===== config.mk =====
export PLATFORM = sky130hd
export DESIGN_NAME = mat_weight_loader
export DESIGN_NICKNAME = d
export VERILOG_FILES = /design/src/rtl/mat_weight_loader.sv
export SDC_FILE = /design/constraint.sdc
export NUM_CORES = 1
export LEC_CHECK = 0
export CORE_AREA = 2 2 440 442
export CTS_CLUSTER_DIAMETER = 120
export DETAILED_ROUTE_END_ITERATION = 8
export DIE_AREA = 0 0 442 444
export GPL_TIMING_DRIVEN = 0
export HOLD_SLACK_MARGIN = 0.02
export PLACE_DENSITY = 0.3
export SYNTH_ARGS = -nofsm -noshare
export SYNTH_HDL_FRONTEND = slang
export SYNTH_SLANG_ARGS = --single-unit

===== constraint.sdc =====
create_clock -name clock_i -period 3.71 [get_ports clock_i]
set_input_delay 0.742 -clock clock_i [delete_from_list [all_inputs] [get_ports clock_i]]
set_output_delay 0.742 -clock clock_i [all_outputs]
set_load 0.05 [all_outputs]

===== src/rtl/mat_weight_loader.sv =====
// Weight-matrix load sequencer: walks num_rows row vectors out of data memory
// at base + r*stride and writes each one into the MatUnit weight port, one cycle later.
module mat_weight_loader #(
  parameter int WIDTH              = 16,
  parameter int DATA_MEM_ADDR_SIZE = 32,
  parameter int WIDTH_ADDR_SIZE    = $clog2(WIDTH),
  parameter int ELEM_W             = 32
) (
  input  logic                                 clock_i,
  input  logic                                 reset_i,
  input  logic                                 start_i,
  input  logic [DATA_MEM_ADDR_SIZE-1:0]        base_addr_i,
  input  logic [DATA_MEM_ADDR_SIZE-1:0]        stride_i,
  input  logic [WIDTH_ADDR_SIZE:0]             num_rows_i,
  input  logic                                 abort_i,
  output logic                                 busy_o,
  output logic                                 done_o,
  output logic [DATA_MEM_ADDR_SIZE-1:0]        data_mem_read_addr_o,
  input  logic [WIDTH-1:0][ELEM_W-1:0]         data_mem_data_out_i,
  output logic                                 unit_set_weight_o,
  output logic [WIDTH_ADDR_SIZE-1:0]           unit_set_weight_row_o,
  output logic [WIDTH-1:0][ELEM_W-1:0]         unit_data_in_o
);

  // state  | meaning
  // IDLE   | waiting for start
  // LOAD   | presenting address of row r, capturing its data
  // DRAIN  | final row's write goes out
  // DONE   | one-cycle done pulse
  localparam int CW = WIDTH_ADDR_SIZE + 1;
  localparam logic [1:0] S_IDLE  = 2'd0;
  localparam logic [1:0] S_LOAD  = 2'd1;
  localparam logic [1:0] S_DRAIN = 2'd2;
  localparam logic [1:0] S_DONE  = 2'd3;
  localparam logic [CW-1:0] WIDTH_C = CW'(WIDTH);

  logic [1:0]                      state_q, state_d;
  logic [CW-1:0]                   n_q, n_d;
  logic [CW-1:0]                   r_q, r_d;
  logic [DATA_MEM_ADDR_SIZE-1:0]   stride_q, stride_d;
  logic [DATA_MEM_ADDR_SIZE-1:0]   addr_q, addr_d;
  logic                            wr_valid_q, wr_valid_d;
  logic [WIDTH_ADDR_SIZE-1:0]      wr_row_q, wr_row_d;
  logic [WIDTH-1:0][ELEM_W-1:0]    row_q, row_d;
  logic [CW-1:0]                   n_clamp;
  logic                            last_row;

  assign n_clamp  = (num_rows_i > WIDTH_C) ? WIDTH_C : num_rows_i;
  assign last_row = (r_q == (n_q - CW'(1)));

  always_comb begin
    state_d    = state_q;
    n_d        = n_q;
    r_d        = r_q;
    stride_d   = stride_q;
    addr_d     = addr_q;
    wr_valid_d = 1'b0;
    wr_row_d   = wr_row_q;
    row_d      = row_q;
    case (state_q)
      S_IDLE: begin
        if (start_i) begin
          stride_d = stride_i;
          n_d      = n_clamp;
          r_d      = '0;
          if (n_clamp == '0) begin
            state_d = S_DONE;
          end else begin
            state_d = S_LOAD;
            addr_d  = base_addr_i;
          end
        end
      end
      S_LOAD: begin
        if (abort_i) begin
          state_d = S_IDLE;
        end else begin
          row_d      = data_mem_data_out_i;
          wr_row_d   = r_q[WIDTH_ADDR_SIZE-1:0];
          wr_valid_d = 1'b1;
          r_d        = r_q + CW'(1);
          // the address register stops on the last row so it holds outside LOAD
          if (last_row) begin
            state_d = S_DRAIN;
          end else begin
            addr_d = addr_q + stride_q;
          end
        end
      end
      S_DRAIN: state_d = abort_i ? S_IDLE : S_DONE;
      default: state_d = S_IDLE;
    endcase
  end

  always_ff @(posedge clock_i) begin
    if (reset_i) begin
      state_q    <= S_IDLE;
      n_q        <= '0;
      r_q        <= '0;
      stride_q   <= '0;
      addr_q     <= '0;
      wr_valid_q <= 1'b0;
      wr_row_q   <= '0;
      row_q      <= '0;
    end else begin
      state_q    <= state_d;
      n_q        <= n_d;
      r_q        <= r_d;
      stride_q   <= stride_d;
      addr_q     <= addr_d;
      wr_valid_q <= wr_valid_d;
      wr_row_q   <= wr_row_d;
      row_q      <= row_d;
    end
  end

  assign busy_o                = (state_q != S_IDLE);
  assign done_o                = (state_q == S_DONE);
  assign data_mem_read_addr_o  = addr_q;
  assign unit_set_weight_o     = wr_valid_q;
  assign unit_set_weight_row_o = wr_row_q;
  assign unit_data_in_o        = row_q;

endmodule


==> reports/results.md, run 1 <==
| Stage | Quantity | Reported |
| --- | --- | --- |
| clock tree | CTS HTree Levels | 3 |
| logic synthesis | Synthesis Warnings | 0 |
| place | Placer Congestion | 0.8581 |
| floorplan | Site Rows | 161 |
| critical path | Crit path launch type | flip-flop |
| logic synthesis | Post-Synthesis Net Count | 3491 |
| power and ir drop | Total power consumption of the routed design | 0.01883 W |
| final layout | Most frequent standard cell in the layout excluding fill and tap cells | sky130_fd_sc_hd__nand2_1 |
| timing | Worst clock skew | 0.02742 ns |
| drt | WL per Instance | 24.76 µm |
| critical path | Arrival @ worst endpoint | 3.97 ns |
| timing | Number of max-slew violations in the final report | 0 |
| final layout | Fraction of final layout cells with drive strength greater than 1 | 0.03630 |
| critical path | CP Data Required Time | 4.31 ns |
| global routing | Total GRT Usage | 0.1626 |
| logic synthesis | Number of flops mapped to enable cells by yosys | 0 |
| place | DP HPWL | 136200 µm |
| final layout | Synth-to-Final Area Change | 77.74% |
| timing | Worst slew pin tran | 1.048 ns |
| drt | Initial detailed-routing violation count | 1257 |
| timing | Maximum frequency from static timing analysis | 296.1 MHz |
| clock tree | CTS tree | built |
| timing | Sum of negative setup slack | 0 ns |
| global routing | Sum of overflow across all layers after global routing | 0 |
| floorplan | Placeable Area | 191600 µm² |
| critical path | Biggest fanout along the worst timing path | 3 |
| global routing | First-pass GRT wire length | 219500 µm |
| critical path | Number of cell instances on the worst register-to-register path | 11 |
| clock tree | Clock Tree Buf Depth | 3 |
| logic synthesis | Cells taking the most area after synthesis | sky130_fd_sc_hd__dfxtp_1, sky130_fd_sc_hd__nand2_1, sky130_fd_sc_hd__a21oi_1 |
| floorplan | Die width | 442 µm |
| min path | Instance count along the most critical hold path | 2 |
| global routing | Maximum number of pins on one net before global-route repair | 13 |
| min path | Path class of the lowest-slack min-delay path | flip-flop to flip-flop |
| drt | Routed via count | 24.54k |
| logic synthesis | Post-synth top flop | sky130_fd_sc_hd__dfxtp_1 |
| logic synthesis | Fraction of registers with async set/reset | 0 |
| clock tree | Worst skew pair latency | 0.71 ns |
| timing | Final period demand of the worst path | 3.377 ns |
| power and ir drop | Standby leakage power | 13.30 nW |
| timing | Worst rel slew slack | 0.3017 |
| flow run | Max Cap Viol | 0 |
| logic synthesis | Synthesized netlist cell count | 2872 |
| logic synthesis | Share of Yosys cell area claimed by the top area cell type | 0.5340 |
| drt | Total iterations of the first detailed-routing run | 5 |
| drt | Residual antenna-violating net count after detailed routing | 0 |
| power and ir drop | Power per Cell Area | 476.4 nW/µm² |
| logic synthesis | Leading area contributor after synthesis | sky130_fd_sc_hd__dfxtp_1 |
| critical path | Setup CP Type | flip-flop to flip-flop |
| outcome | Result of the run | finished clean |
| timing | Final count of hold timing violations | 0 |
| critical path | Register-to-register setup slack | 0.33 ns |
| critical path | Element type at the critical path end | flip-flop |
| floorplan | Die Ht | 444 µm |
| timing | Final worst-path cycle share | 0.9104 |
| timing | Final setup violation count | 0 |
| logic synthesis | Synthesized area per cell | 7.741 µm² |
| clock tree | Clock transition at the registers of the reported paths | 0.06 ns |
| final layout | Nets@finish | 4713 |
| logic synthesis | Register bit total from synthesis | 593 |
| clock tree | Hold-fix buffer count after cts | 0 |
| drt | Count of unresolved DRC violations after routing | 0 |
| logic synthesis | Cell area after synthesis | 22230 µm² |
| timing | RSZ-0062 raised after global routing | no |
| floorplan | Starting density of the core | 0.1161 |
| power and ir drop | Worst VDD drop | 0.0002900 V |
| drt | Post-DR vias/cell | 3.668 |
| floorplan | Ports | 1136 |
| clock tree | CTS sink count | 593 |
| drt | Final wirelength | 165700 µm |
| logic synthesis | Sequential element share of the synthesized area | 0.5340 |
| floorplan | Overall die area | 196200 µm² |
| global routing | Initial antenna violation count | 44 |
| clock tree | Root buffer selected by CTS | sky130_fd_sc_hd__clkbuf_16 |
| logic synthesis | Number of library cell types mapped by synthesis | 55 |
| final layout | Commonest cells after routing, fill and taps aside | sky130_fd_sc_hd__nand2_1, sky130_fd_sc_hd__clkdlybuf4s50_1, sky130_fd_sc_hd__a21oi_1, sky130_fd_sc_hd__dfxtp_1, sky130_fd_sc_hd__clkbuf_1 |
| place | IO buf count | 1134 |
| clock tree | CTS Buf Count | 86 |
| global routing | Vias in the first global route | 24.49k |
-- final timing paths --
kind / startpoint / endpoint
hold reg to reg: unit_data_in_o[124] / unit_data_in_o[124]
setup / recovery: data_mem_read_addr_o[0] / data_mem_read_addr_o[28]
setup reg to reg: data_mem_read_addr_o[0] / data_mem_read_addr_o[28]
hold / removal: unit_data_in_o[124] / unit_data_in_o[124]
-- worst max-delay path, cell delays in order, from the launching register on --
cell                       delay, ns
sky130_fd_sc_hd__dfxtp_1        0.34
sky130_fd_sc_hd__ha_1           0.26
sky130_fd_sc_hd__fa_1           0.42
sky130_fd_sc_hd__a21o_1         0.23
sky130_fd_sc_hd__a311o_1        0.42
sky130_fd_sc_hd__nand3_1        0.15
sky130_fd_sc_hd__a21oi_2        0.10
sky130_fd_sc_hd__o311ai_1       0.59
sky130_fd_sc_hd__a31oi_1        0.25
sky130_fd_sc_hd__xor2_1         0.18
sky130_fd_sc_hd__nand2_1        0.07
sky130_fd_sc_hd__a311oi_1       0.27
-- cell families (layout without fill, tap and decap cells) --
family	count (synthesis)	count (layout)	synth area share
simple gates	1297	1297	0.2270
other cells	0	4	0
xor+xnor	32	32	0.01261
buf+inv	215	1503	0.03675
compound gates	696	696	0.1677
flops	593	593	0.5340
fa+ha+maj	34	34	0.01947
mux	5	5	0.002532
-- metrics by stage --
step / hold slack (ns) / instance area, µm² / std cells / utilization / setup slack (ns)
3_5_place_dp: 0.4455 / 36750 / 6532 / 0.1918 / -0.8892
2_1_floorplan: 0.4400 / 22230 / 2872 / - / 0.7354
6_report: 0.4516 / 39520 / 6690 / 0.2063 / 0.3326
5_1_grt: 0.4673 / 39520 / 6690 / 0.2063 / 0.05898
4_1_cts: 0.4536 / 39500 / 6686 / 0.2062 / 0.02652
3_3_place_gp: 0.4405 / 36740 / 6532 / 0.1918 / -1.390
-- cells in the mapped netlist (3+ instances only) --
master and instances:
sky130_fd_sc_hd__a211oi_1 13, sky130_fd_sc_hd__a211oi_2 3, sky130_fd_sc_hd__a21o_1 13, sky130_fd_sc_hd__a21oi_1 599, sky130_fd_sc_hd__a311oi_1 16, sky130_fd_sc_hd__a31oi_1 3
sky130_fd_sc_hd__and3_1 4, sky130_fd_sc_hd__buf_1 9, sky130_fd_sc_hd__buf_2 5, sky130_fd_sc_hd__clkbuf_1 193, sky130_fd_sc_hd__dfxtp_1 593, sky130_fd_sc_hd__ha_1 33
sky130_fd_sc_hd__inv_1 7, sky130_fd_sc_hd__mux2i_1 3, sky130_fd_sc_hd__nand2_1 1162, sky130_fd_sc_hd__nand2b_1 11, sky130_fd_sc_hd__nand3_1 12, sky130_fd_sc_hd__nand3b_1 6
sky130_fd_sc_hd__nand4_1 7, sky130_fd_sc_hd__nor2_1 66, sky130_fd_sc_hd__nor3_1 13, sky130_fd_sc_hd__nor3b_1 3, sky130_fd_sc_hd__o211ai_1 4, sky130_fd_sc_hd__o21a_1 4
sky130_fd_sc_hd__o21ai_0 20, sky130_fd_sc_hd__o31ai_1 4, sky130_fd_sc_hd__xnor2_1 19, sky130_fd_sc_hd__xor2_1 13
-- area by class of cell --
class | count | area [µm²]
multi-input combinational | 2064 | 9547
fill | 21470 | 152100
sequential | 593 | 11870
clock buffer | 135 | 2557
antenna | 4 | 10.01
inverter | 7 | 26.28
tap | 2526 | 3161
buffer | 208 | 798.3
timing repair buffer | 1134 | 11350
clock inverter | 19 | 195.2
-- power breakdown --
group	leakage (nW)	internal [W]	switching, W
Sequential	4.82	0.00667	0.000207
Clock	1.34	0.00480	0.00345
Combinational	7.14	0.00136	0.00233
-- metal layers --
layer | GRT usage | part of all wire | up-vias
met5 | 0 | 0.00059 | -
met4 | 0.03704 | 0.021 | 16
met3 | 0.04697 | 0.060 | 208
met2 | 0.3020 | 0.53 | 721
met1 | 0.1813 | 0.39 | 11690
li1 | - | - | 11910
-- timing repair --
action,in CTS,in global routing
gates resized for setup,2,5
setup buffers,0,0
pin swaps,0,0
endpoints found under the setup margin,98,9
gates cloned,0,0
-- sequential cells by signal, summed over array words and instances (netlist names) --
signal / count
unit_set_weight_o: 1
r_q: 5
n_q: 5
unit_set_weight_row_o: 4
stride_q: 32
unit_data_in_o: 512
data_mem_read_addr_o: 32
state_q: 2
No activity file was read; power rests on OpenSTA's default activity.
==> run 2: changes to the inputs <==
--- a/config.mk
+++ b/config.mk
@@ -12,6 +12,7 @@
 export GPL_TIMING_DRIVEN = 0
 export HOLD_SLACK_MARGIN = 0.02
 export PLACE_DENSITY = 0.3
+export SLEW_MARGIN = 20
 export SYNTH_ARGS = -nofsm -noshare
 export SYNTH_HDL_FRONTEND = slang
 export SYNTH_SLANG_ARGS = --single-unit
==> reports/results.md, run 2 (synthesis gave the netlist of run 1 again) <==
| Stage | Quantity | Reported | vs previous |
| --- | --- | --- | --- |
| power and ir drop | Worst VDD drop | 0.0003270 V | was 0.0002900 V |
| floorplan | Ports | 1136 | unchanged |
| floorplan | Placeable Area | 191600 µm² | unchanged |
| timing | RSZ-0062 raised after global routing | no | unchanged |
| final layout | Commonest cells after routing, fill and taps aside | sky130_fd_sc_hd__nand2_1, sky130_fd_sc_hd__clkdlybuf4s50_1, sky130_fd_sc_hd__a21oi_1, sky130_fd_sc_hd__dfxtp_1, sky130_fd_sc_hd__clkbuf_1 | unchanged |
| outcome | Result of the run | finished clean | unchanged |
| final layout | Post-route design area | 39690 µm² | was 39520 µm² |
| min path | Path class of the lowest-slack min-delay path | flip-flop to flip-flop | unchanged |
| clock tree | Clock Tree Buf Depth | 3 | unchanged |
| final layout | Most frequent standard cell in the layout excluding fill and tap cells | sky130_fd_sc_hd__nand2_1 | unchanged |
| timing | Number of max-slew violations in the final report | 0 | unchanged |
| final layout | Fill cells | 21.46k | was 21.47k |
| power and ir drop | Power per Cell Area | 482.6 nW/µm² | was 476.4 nW/µm² |
| drt | Count of unresolved DRC violations after routing | 0 | unchanged |
| critical path | Critical-path top delay cell | sky130_fd_sc_hd__o311ai_1 | unchanged |
| clock tree | CTS sink count | 593 | unchanged |
| place | Placer Congestion | 0.8581 | unchanged |
| clock tree | Hold-fix buffer count after cts | 0 | unchanged |
| global routing | Vias in the first global route | 24.63k | was 24.49k |
| final layout | Synth-to-Final Area Change | 78.52% | was 77.74% |
| critical path | Element type at the critical path end | flip-flop | unchanged |
| clock tree | CTS tree | built | unchanged |
| drt | Final wirelength | 165500 µm | was 165700 µm |
| critical path | Register-to-register setup slack | 0.33 ns | about the same |
| drt | Initial detailed-routing violation count | 1326 | was 1257 |
| drt | Residual antenna-violating net count after detailed routing | 0 | unchanged |
| timing | Final setup violation count | 0 | unchanged |
| timing | Final count of hold timing violations | 0 | unchanged |
| timing | Setup slack of the critical path after layout | 0.3281 ns | was 0.3326 ns |
| critical path | Dominant delay contributor by cell family on the critical path | compound AO/OA/AOI/OAI gates | unchanged |
| floorplan | Die Ht | 444 µm | unchanged |
| clock tree | CTS Buf Count | 86 | unchanged |
| drt | Highest metal layer with signal wires | met5 | unchanged |
| global routing | Maximum number of pins on one net before global-route repair | 13 | unchanged |
| critical path | Setup CP Type | flip-flop to flip-flop | unchanged |
| critical path | CP bufs+invs | 0 | unchanged |
| global routing | Initial antenna violation count | 44 | unchanged |
| place | Minimum setup slack after placement | -0.8737 ns | was -0.8892 ns |
| critical path | Critical-path cell list | ha_1 > fa_1 > a21o_1 > a311o_1 > nand3_1 > a21oi_2 > o311ai_1 > a31oi_1 > xor2_1 > nand2_1 > a311oi_1 | unchanged |
| timing | Final worst-path cycle share | 0.9116 | was 0.9104 |
| timing | Worst slew pin tran | 0.9954 ns | was 1.048 ns |
| timing | Worst rel slew slack | 0.3343 | was 0.3017 |
| timing | Worst clock skew | 0.02411 ns | was 0.02742 ns |
| critical path | CP Data Required Time | 4.32 ns | was 4.31 ns |
| timing | Final period demand of the worst path | 3.382 ns | was 3.377 ns |
| global routing | Sum of overflow across all layers after global routing | 0 | unchanged |
| floorplan | Starting density of the core | 0.1161 | unchanged |
| final layout | Fraction of final layout cells with drive strength greater than 1 | 0.03939 | was 0.03630 |
| drt | Sum of met2 wire segment lengths after detailed routing | 86830 µm | was 87150 µm |
| global routing | First-pass GRT wire length | 218800 µm | was 219500 µm |
| power and ir drop | Standby leakage power | 13.40 nW | was 13.30 nW |
| floorplan | Die width | 442 µm | unchanged |
| critical path | Arrival @ worst endpoint | 3.99 ns | was 3.97 ns |
| final layout | Max FFs per register | 512 | unchanged |
| critical path | Biggest fanout along the worst timing path | 3 | unchanged |
| critical path | Stage delay of the slowest cell on the critical path | 0.61 ns | was 0.59 ns |
| drt | Length of routed met3 wiring | 9958 µm | was 9932 µm |
| critical path | Crit path launch type | flip-flop | unchanged |
| floorplan | Overall die area | 196200 µm² | unchanged |
| clock tree | Clock transition at the registers of the reported paths | 0.06 ns | about the same |
| drt | Post-DR vias/cell | 3.680 | was 3.668 |
| clock tree | Root buffer selected by CTS | sky130_fd_sc_hd__clkbuf_16 | unchanged |
| drt | Total iterations of the first detailed-routing run | 5 | unchanged |
| timing | Sum of negative setup slack | 0 ns | unchanged |
| clock tree | CTS HTree Levels | 3 | unchanged |
| place | Placed cell areas | 36780 µm² | was 36750 µm² |
| place | DP HPWL | 136500 µm | was 136200 µm |
| timing | WHS | 0.4511 ns | was 0.4516 ns |
| drt | Routed via count | 24.63k | was 24.54k |
| final layout | Register area | 11870 µm² | unchanged |
| clock tree | Post-CTS setup buffer count | 0 | unchanged |
| flow run | Max Cap Viol | 0 | unchanged |
| timing | Maximum frequency from static timing analysis | 295.7 MHz | was 296.1 MHz |
| floorplan | Site Rows | 161 | unchanged |
| clock tree | Worst skew pair latency | 0.72 ns | was 0.71 ns |
| final layout | Area of combinational cells with multiple inputs | 9547 µm² | unchanged |
| global routing | Total GRT Usage | 0.1622 | was 0.1626 |
| drt | WL per Instance | 24.73 µm | was 24.76 µm |
| final layout | Nets@finish | 4714 | was 4713 |
| place | IO buf count | 1134 | unchanged |
| drt | Wire length the detailed router placed on met1 | 65010 µm | was 64990 µm |
[run 2: metal layers]
metal | vias up | GRT usage
met1 | 11770 | 0.1796
met2 | 728 | 0.3032
li1 | 11920 | -
met4 | 16 | 0.03409
met5 | - | 0
met3 | 201 | 0.04759
[run 2: worst min-delay path: stages (launching register included)]
cell and delay (ns):
sky130_fd_sc_hd__dfxtp_1 0.31, sky130_fd_sc_hd__nand2_1 0.05, sky130_fd_sc_hd__a21oi_1 0.05
[run 2: per-stage QoR]
step / total power, W / cells / utilization
5_1_grt: 0.01998 / 6692 / 0.2072
3_3_place_gp: 0.01077 / 6532 / 0.1918
2_1_floorplan: 0.008814 / 2872 / -
4_1_cts: 0.01958 / 6690 / 0.2071
6_report: 0.01915 / 6694 / 0.2072
3_5_place_dp: 0.01076 / 6533 / 0.1920
[run 2: final cells by class]
cell class | count | area share
Antenna cell | 4 | 0.0002522
Buffer | 208 | 0.02024
Clock buffer | 134 | 0.06563
Clock inverter | 23 | 0.007282
Inverter | 7 | 0.0006620
Multi-Input combinational cell | 2064 | 0.2405
Sequential cell | 593 | 0.2991
Tap cell | 2526 | 0.07963
Timing Repair Buffer | 1135 | 0.2867
[run 2: worst paths after layout]
path / depth (start not counted) / end / startpoint
worst max-delay path: 11 / data_mem_read_addr_o[28] / data_mem_read_addr_o[0]
worst min-delay path: 2 / unit_data_in_o[507] / unit_data_in_o[507]
worst max register to register: 11 / data_mem_read_addr_o[28] / data_mem_read_addr_o[0]
worst min register to register: 2 / unit_data_in_o[507] / unit_data_in_o[507]
[run 2: what timing repair did]
action	4_1_cts	5_1_grt
endpoints found under the setup margin	105	7
gates resized for setup	2	5
pin swaps	0	0
[run 2: power breakdown]
part	total (W)	internal [W]	switching (W)
Clock	0.00858	0.00512	0.00347
Sequential	0.00688	0.00667	0.000207
Combinational	0.00369	0.00136	0.00233
==> run 3: changes to the inputs <==
--- a/config.mk
+++ b/config.mk
@@ -12,7 +12,7 @@
 export GPL_TIMING_DRIVEN = 0
 export HOLD_SLACK_MARGIN = 0.02
 export PLACE_DENSITY = 0.3
-export SLEW_MARGIN = 20
+export SLEW_MARGIN = 0
 export SYNTH_ARGS = -nofsm -noshare
 export SYNTH_HDL_FRONTEND = slang
 export SYNTH_SLANG_ARGS = --single-unit
==> results of run 3 <==
Same layout as run 1: the final DEF is identical, and so are final timing and power.
